### src/rtl/dm_pkg.sv
// Shared types and sizes for the data-memory responder.
package dm_pkg;

    localparam int DM_WORDS = 32;
    localparam int DM_AW    = 5;
    localparam int DM_DW    = 32;
    localparam int DM_BE    = DM_DW / 8;

    typedef enum logic [1:0] {
        IDLE = 2'd0,
        WAIT = 2'd1,
        RESP = 2'd2
    } dmStateT;

    // One accepted request, frozen for the life of the transaction.
    typedef struct packed {
        logic             we;
        logic [DM_AW-1:0] addr;
        logic [DM_DW-1:0] wd;
        logic [DM_BE-1:0] be;
    } dmReqT;

endpackage

### src/rtl/dm_wait_cnt.sv
// Wait-state down-counter: loads on acceptance, counts down in WAIT,
// flags terminal count when it holds 1 (last wait cycle).
module dm_wait_cnt #(
    parameter int CW = 4
) (
    input  logic          clk,
    input  logic          reset,
    input  logic          load,
    input  logic [CW-1:0] loadVal,
    input  logic          dec,
    output logic          tc
);

    logic [CW-1:0] cnt;

    // Counter register; saturates at zero so a stray dec cannot wrap.
    always_ff @(posedge clk or negedge reset) begin
        if (!reset) begin
            cnt <= '0;
        end else if (load) begin
            cnt <= loadVal;
        end else if (dec && (cnt != '0)) begin
            cnt <= cnt - 1'b1;
        end
    end

    assign tc = (cnt == CW'(1));

endmodule

### src/rtl/dm_responder.sv
// Single-outstanding data-memory responder with programmable wait states.
// 32 x 32-bit word memory, byte-enabled stores, registered outputs.
import dm_pkg::*;

module dm_responder #(
    parameter int WAIT_CYCLES = 2,
    parameter bit INIT_ZERO   = 1'b1
) (
    input  logic             clk,
    input  logic             reset,
    input  logic             req,
    input  logic             we,
    input  logic [DM_AW-1:0] addressDM,
    input  logic [DM_DW-1:0] wd,
    input  logic [DM_BE-1:0] be,
    output logic [DM_DW-1:0] dm_Result,
    output logic             ready,
    output logic             busy
);

    localparam logic [3:0] WAIT_LD = 4'(WAIT_CYCLES);

    dmStateT          state, stateNext;
    dmReqT            cap, capNext;
    logic             accept;
    logic             tc;
    logic             wrEn;
    logic [DM_DW-1:0] dmNext;
    logic [DM_DW-1:0] mem [DM_WORDS];

    dm_wait_cnt #(.CW(4)) uWaitCnt (
        .clk     (clk),
        .reset   (reset),
        .load    (accept),
        .loadVal (WAIT_LD),
        .dec     (state == WAIT),
        .tc      (tc)
    );

    // Next-state, request capture and next load data.
    always_comb begin
        stateNext = state;
        capNext   = cap;
        accept    = 1'b0;
        dmNext    = '0;
        case (state)
            IDLE: begin
                if (req) begin
                    accept    = 1'b1;
                    capNext   = '{we: we, addr: addressDM, wd: wd, be: be};
                    stateNext = (WAIT_CYCLES == 0) ? RESP : WAIT;
                end
            end
            WAIT:    if (tc) stateNext = RESP;
            RESP:    stateNext = IDLE;
            default: stateNext = IDLE;
        endcase
        // Read uses the next capture so the zero-wait case sees the new address.
        if ((stateNext == RESP) && !capNext.we) begin
            dmNext = mem[capNext.addr];
        end
    end

    // State, capture and registered outputs.
    always_ff @(posedge clk or negedge reset) begin
        if (!reset) begin
            state     <= IDLE;
            cap       <= '0;
            ready     <= 1'b0;
            busy      <= 1'b0;
            dm_Result <= '0;
        end else begin
            state     <= stateNext;
            cap       <= capNext;
            ready     <= (stateNext == RESP);
            busy      <= (stateNext != IDLE);
            dm_Result <= dmNext;
        end
    end

    // Stores commit on the edge that ends RESP; reset forces IDLE first, so an
    // aborted request never writes.
    assign wrEn = (state == RESP) && cap.we;

    generate
        if (INIT_ZERO) begin : gMemRst
            // Memory with reset-to-zero.
            always_ff @(posedge clk or negedge reset) begin
                if (!reset) begin
                    for (int i = 0; i < DM_WORDS; i++) mem[i] <= '0;
                end else if (wrEn) begin
                    for (int b = 0; b < DM_BE; b++)
                        if (cap.be[b]) mem[cap.addr][8*b +: 8] <= cap.wd[8*b +: 8];
                end
            end
        end else begin : gMemKeep
            // Memory contents survive reset.
            always_ff @(posedge clk) begin
                if (wrEn) begin
                    for (int b = 0; b < DM_BE; b++)
                        if (cap.be[b]) mem[cap.addr][8*b +: 8] <= cap.wd[8*b +: 8];
                end
            end
        end
    endgenerate

endmodule

### config.mk
export PLATFORM = sky130hd
export DESIGN_NAME = dm_responder
export DESIGN_NICKNAME = d
export VERILOG_FILES = /design/src/rtl/dm_pkg.sv /design/src/rtl/dm_wait_cnt.sv /design/src/rtl/dm_responder.sv
export SDC_FILE = /design/constraint.sdc
export NUM_CORES = 2
export LEC_CHECK = 0
export CAP_MARGIN = 5
export CORE_MARGIN = 1
export CORE_UTILIZATION = 55
export CTS_CLUSTER_SIZE = 30
export DETAILED_ROUTE_END_ITERATION = 7
export PLACE_DENSITY = 0.69
export SLEW_MARGIN = 30
export SYNTH_ARGS = -nofsm -noshare
export SYNTH_HDL_FRONTEND = slang
export SYNTH_SLANG_ARGS = --single-unit
### constraint.sdc
create_clock -name clk -period 2.9 [get_ports clk]
set_input_delay 0.435 -clock clk [delete_from_list [all_inputs] [get_ports clk]]
set_output_delay 0.435 -clock clk [all_outputs]
set_load 0.01 [all_outputs]
======== After elaboration in Yosys (flattened, before gate mapping) ========
Cells that the tools add are included.
storage, ports and cells
  bits in registers ....................... 1106
  input bits .............................. 45
  word-level logic and storage cells ...... 93
cells by class
  $add $sub $neg .......................... 1
  order comparisons ....................... 3
  eq/ne operators ......................... 4
  multiplexer cells ....................... 32
  bitwise operators ....................... 2
  reductions and logical operators ........ 10
operator list
  cell                 number
  $mux 1024            7
  $bwmux 1024          4
  $demux 32 s5         4
  $bmux 32 s5          1
  $mux 32              4
  $mux 42              2
  $mux 24              1
  $mux 16              1
  $ge 6x6->1 const B   2
  $not 5->6            2
  $mux 4               2
  $mux 8               1
  $lt 6x1->1 const B   1
  $eq 2x2->1 const B   2
  $eq 4x1->1 const B   1
  $logic_and 1x1->1    4
  $mux 2               2
  $pmux 2 s2           1
  $reduce_bool 2->1    2
  $reduce_bool 4->1    1
  $sub 4x1->4 const B  1
  $eq 2x1->1 const B   1
  $logic_not 2->1      1
  $mux 1               2
  other kinds (2)      2

======== Logic depth before layout (Yosys ltp) ========
  depth in word-level cells ............... 16
  depth in mapped cells ................... 12
  mapped depth without buffers ............ 8

======== Hierarchy ========
A second synthesis with hierarchy kept.
unflattened totals
  cells, all modules ...................... 4587
  area, all modules ....................... 55366.9 µm²
by module, submodules not included
  module        instances  cells an instance  area each (µm²)
  dm_responder  1          4558               55084.1
  dm_wait_cnt   1          29                 282.8

======== Worst setup path after synthesis ========
No wires, ideal clock.
  path kind ............................... register to register
  from .................................... register state[1]
  to ...................................... register dm_Result[4]
  setup time .............................. 143 ps
  data arrival time ....................... 2406 ps
  required time ........................... 2757 ps
  slack ................................... 351 ps
  stages on the path, launching flop included .. 12
  period minus slack after synthesis ...... 2549 ps
  cells stage by stage .................... dfrtp_1 > or3b_1 > buf_2 > a21oi_4 > inv_4 > buf_4 > buf_4 > buf_4 > a21oi_1 > o22ai_1 > o41ai_1 > nand4_1
on the way
  cells in the longest elaborated chain, start to end .. 7
ends and longest elaborated chain
  item                                        line                text
  start: declaration                          dm_responder.sv:23  dmStateT state, stateNext;
  start signal: assignment                    dm_responder.sv:73  state <= stateNext;
  $logic_not 2->1                             dm_responder.sv:46  case (state)
  $mux 42                                     dm_responder.sv:46
  $not 5->6 (not written as such)             dm_responder.sv:60  dmNext = mem[capNext.addr];
  $bmux 32 s5                                 dm_responder.sv:60
  $mux 32 (not written as such) (2 in a row)  dm_responder.sv:60
  $mux 32 (*)                                 dm_responder.sv:59  if ((stateNext == RESP) && !capNext.we) begin
  named net dmNext[4]                         dm_responder.sv:28  logic [DM_DW-1:0] dmNext;
  end signal: assignment                      dm_responder.sv:77  dm_Result <= dmNext;
  end: declaration                            dm_responder.sv:16  output logic [DM_DW-1:0] dm_Result,
The timed path passes the listed nets; every way through them passes the cells marked *. The select of a mux whose other input is x is not followed.
A chain may end at the register's enable or synchronous reset.

======== Worst setup path in the final report ========
  from .................................... register state[1]
  to ...................................... register dm_Result[20]
Same word-level chain as after synthesis.

==> reports/metrics.cfg <==
[drt]
ant_nets=0
dr.first_iter.drc_count=3376
vias_per_cell=6.37
drc=0
drt-met1-wl_um=70100
wl_met3_um=12100
routedWlPerCell_um=26.1
firstDrtPassIters=5
top_layer=met5
drt-total-wl_um=165000
vias=40300
met2_length_um=76300

[sta]
period_share_pct=99.4
finalHoldViolCount=0
finClkSkew_ns=0.0273
fmax_ghz=0.347
min_period_ns=2.88
relSlewSlack_pct=37.6
setup_violations=0
rsz0062_at_grt=yes
worstMarginPinSlew_ns=0.934
setup_slack_ns=0.0186
slew_viol_final=0

[grt]
grt_pass1_wl_um=252000
grt_overflow=0
grt_pass1_vias=40500
antenna_found_initial=4
grt_max_degree=149
track_usage_pct=32.4

[power]
irDropWorstVdd_v=0.000703
power_w=0.0474
power_density_nw_per_um2=734
p_leak_nw=31.2

[critical_path]
r2r_start=state[1]
path_class=flop to flop
cpMostUsedCell=buf_4
path_buf_inv=6
critPathMaxFanout=12
critical_path.top_delay_family=buffers and inverters
cp.required_ns=3.47
crit_path_start_kind=flop
end_kind=flop
slowest_delay_ns=0.48
cpMaxStageDelayCell=o41ai_2
cp_cell_sequence=buf_4, nor4bb_4, buf_4, a21oi_4, inv_16, buf_16, buf_16, mux2i_1, o22ai_1, o41ai_2, buf_4, nand4_1
worstSetupStartpoint=state[1]
critPathArrivalTime_ns=3.45

[logic_synthesis]
syn_avg_cell_area_um2=11.7
yosysTopAreaCell=dfrtp_1
synth-seq-area-share_pct=50.2
syn_inst=4708
synthTopCellsByArea=dfrtp_1, mux2_2, mux2i_1, nand2_1, clkbuf_1
synth_async_sr_flop_share_pct=100
yosysUniqueCellTypes=43
synthesis.nets=4756
synth_area_um2=55100
synth_common_cells=dfrtp_1, mux2_2, nand2_1
synth-main-ff-cell=dfrtp_1
yosysTopAreaCellShare_pct=50.2
ys_ff_latch=1106
yosysWarnings=0
synth_edf_count=0
yosysMostFrequentCell=dfrtp_1

[floorplanning]
die_w_um=318
dieArea_um2=101000
die_y_um=318
initial_core_util_pct=55.7
ios=79
rows=115
coreArea_um2=98900

[worst_hold_path]
hold_path_class=input pin to async pin

[cts]
clock_sinks=1106
clock-root-buffer=clkbuf_16
cts_buffers=117
htree_num_levels=3
cts_tree=yes
clkTransAtPathRegs_ns=0.06
clock_path_buffers=3
clkLatencyLatePin_ns=0.72

[placement]
gp_congestion=0.886
dp_slack_ns=-0.955
dp_hpwl_um=103000
io_buffers=78
place_area_um2=59600

[run]
maxCapViolCount=0

[run_status]
status=completed

[cells_and_area]
final_area_um2=64600
drive_above_1_share_pct=33.8
nets=4986
fillers=7522
area_delta_synth_final_pct=17.3

==> path summary, 6_finish.rpt <==
check	to	cells after the start	slack (ns)
max	dm_Result[20]	12	0.02
min	mem[630]	2	0.16
max reg2reg	dm_Result[20]	12	0.02
min reg2reg	cap[16]	2	0.48
max in group asynchronous	state[1]	4	1.48
min in group clk	cap[30]	3	0.25
==> where the power goes <==
part / switching, W / internal, W / total, W
clock: 0.00633 / 0.00947 / 0.0158
sequential: 0.000833 / 0.0159 / 0.0167
combinational: 0.00995 / 0.00494 / 0.0149
total: 0.0171 / 0.0303 / 0.0474
==> registers in the layout, summed over array words and instances (netlist names) <==
signal,count
busy,1
mem,1024
ready,1
cap,42
dm_Result,32
uWaitCnt.cnt,4
state,2
==> metrics by stage <==
stage	instances	TNS, ns	hold WS, ns	util (%)
after floorplan	4708	0	0.139	-
after global placement	6075	-18.77	0.293	60.3
after detailed placement	6076	-19.85	0.294	60.3
after CTS	6311	-0.0790	0.141	64.9
after global routing	6326	-0.0785	0.177	65.4
final	6327	0	0.163	65.4
==> kinds of logic after synthesis <==
family,count (synthesis),synth area share (%)
flops,1106,50.2
simple gates,932,7.09
fa+ha+maj,3,0.0681
buf+inv,445,3.15
xor+xnor,3,0.0477
mux,1604,31.8
compound gates,615,7.56
==> timing repair <==
action,in CTS,in global routing
setup buffers,7,10
gates cloned,7,5
endpoints found under the setup margin,28,27
hold buffers,1,0
pin swaps,5,21
gates resized for setup,30,73
endpoints found under the hold margin,117,0
==> layer usage <==
layer | track usage, % | vias up
li1 | - | 17600
met1 | 44.5 | 20900
met2 | 50.8 | 1486
met3 | 6.23 | 391
met4 | 12.9 | 8
met5 | 0 | -
==> cell usage in the layout (no fill, tap or decap), drive strengths merged, types with 2 or more instances in the layout <==
cell type	netlist	routed
a2111oi	47	47
a211oi	127	127
a21oi	139	139
a311oi	17	17
a32oi	17	17
and2	20	20
and3	2	2
and3b	3	3
buf	62	403
bufbuf	0	2
bufinv	0	10
clkbuf	313	191
clkdlybuf4s50	0	74
clkinv	0	17
clkinvlp	0	5
dfrtp	1106	1106
ha	3	3
inv	70	73
mux2	1018	1018
mux2i	569	569
mux4	17	17
nand2	618	618
nand2b	6	6
nand3	113	113
nand4	48	48
nor2	103	103
nor2b	4	4
nor3	5	5
o211ai	48	48
o21ai	48	48
o22ai	109	109
o31ai	32	32
o41ai	30	30
or3	3	3
or3b	4	4
xor2	2	2
==> layout make-up <==
class	instances	area, um2	area share, %
repair buffers	486	4920	7.61
inverters	70	284	0.440
diodes	1	2.50	0.00387
well taps	1287	1610	2.49
multi-input cells	3157	26000	40.2
clock inverters	35	460	0.713
flip-flops and latches	1106	27700	42.9
clock buffers	185	3650	5.65
==> worst register-to-register path: stages (launching register included) <==
cell and delay [ns]:
dfrtp_2 0.45, buf_4 0.17, nor4bb_4 0.26, buf_4 0.18
a21oi_4 0.07, inv_16 0.09, buf_16 0.20, buf_16 0.20
mux2i_1 0.24, o22ai_1 0.13, o41ai_2 0.48, buf_4 0.18
nand4_1 0.08
(Power assumes the default switching activity.)
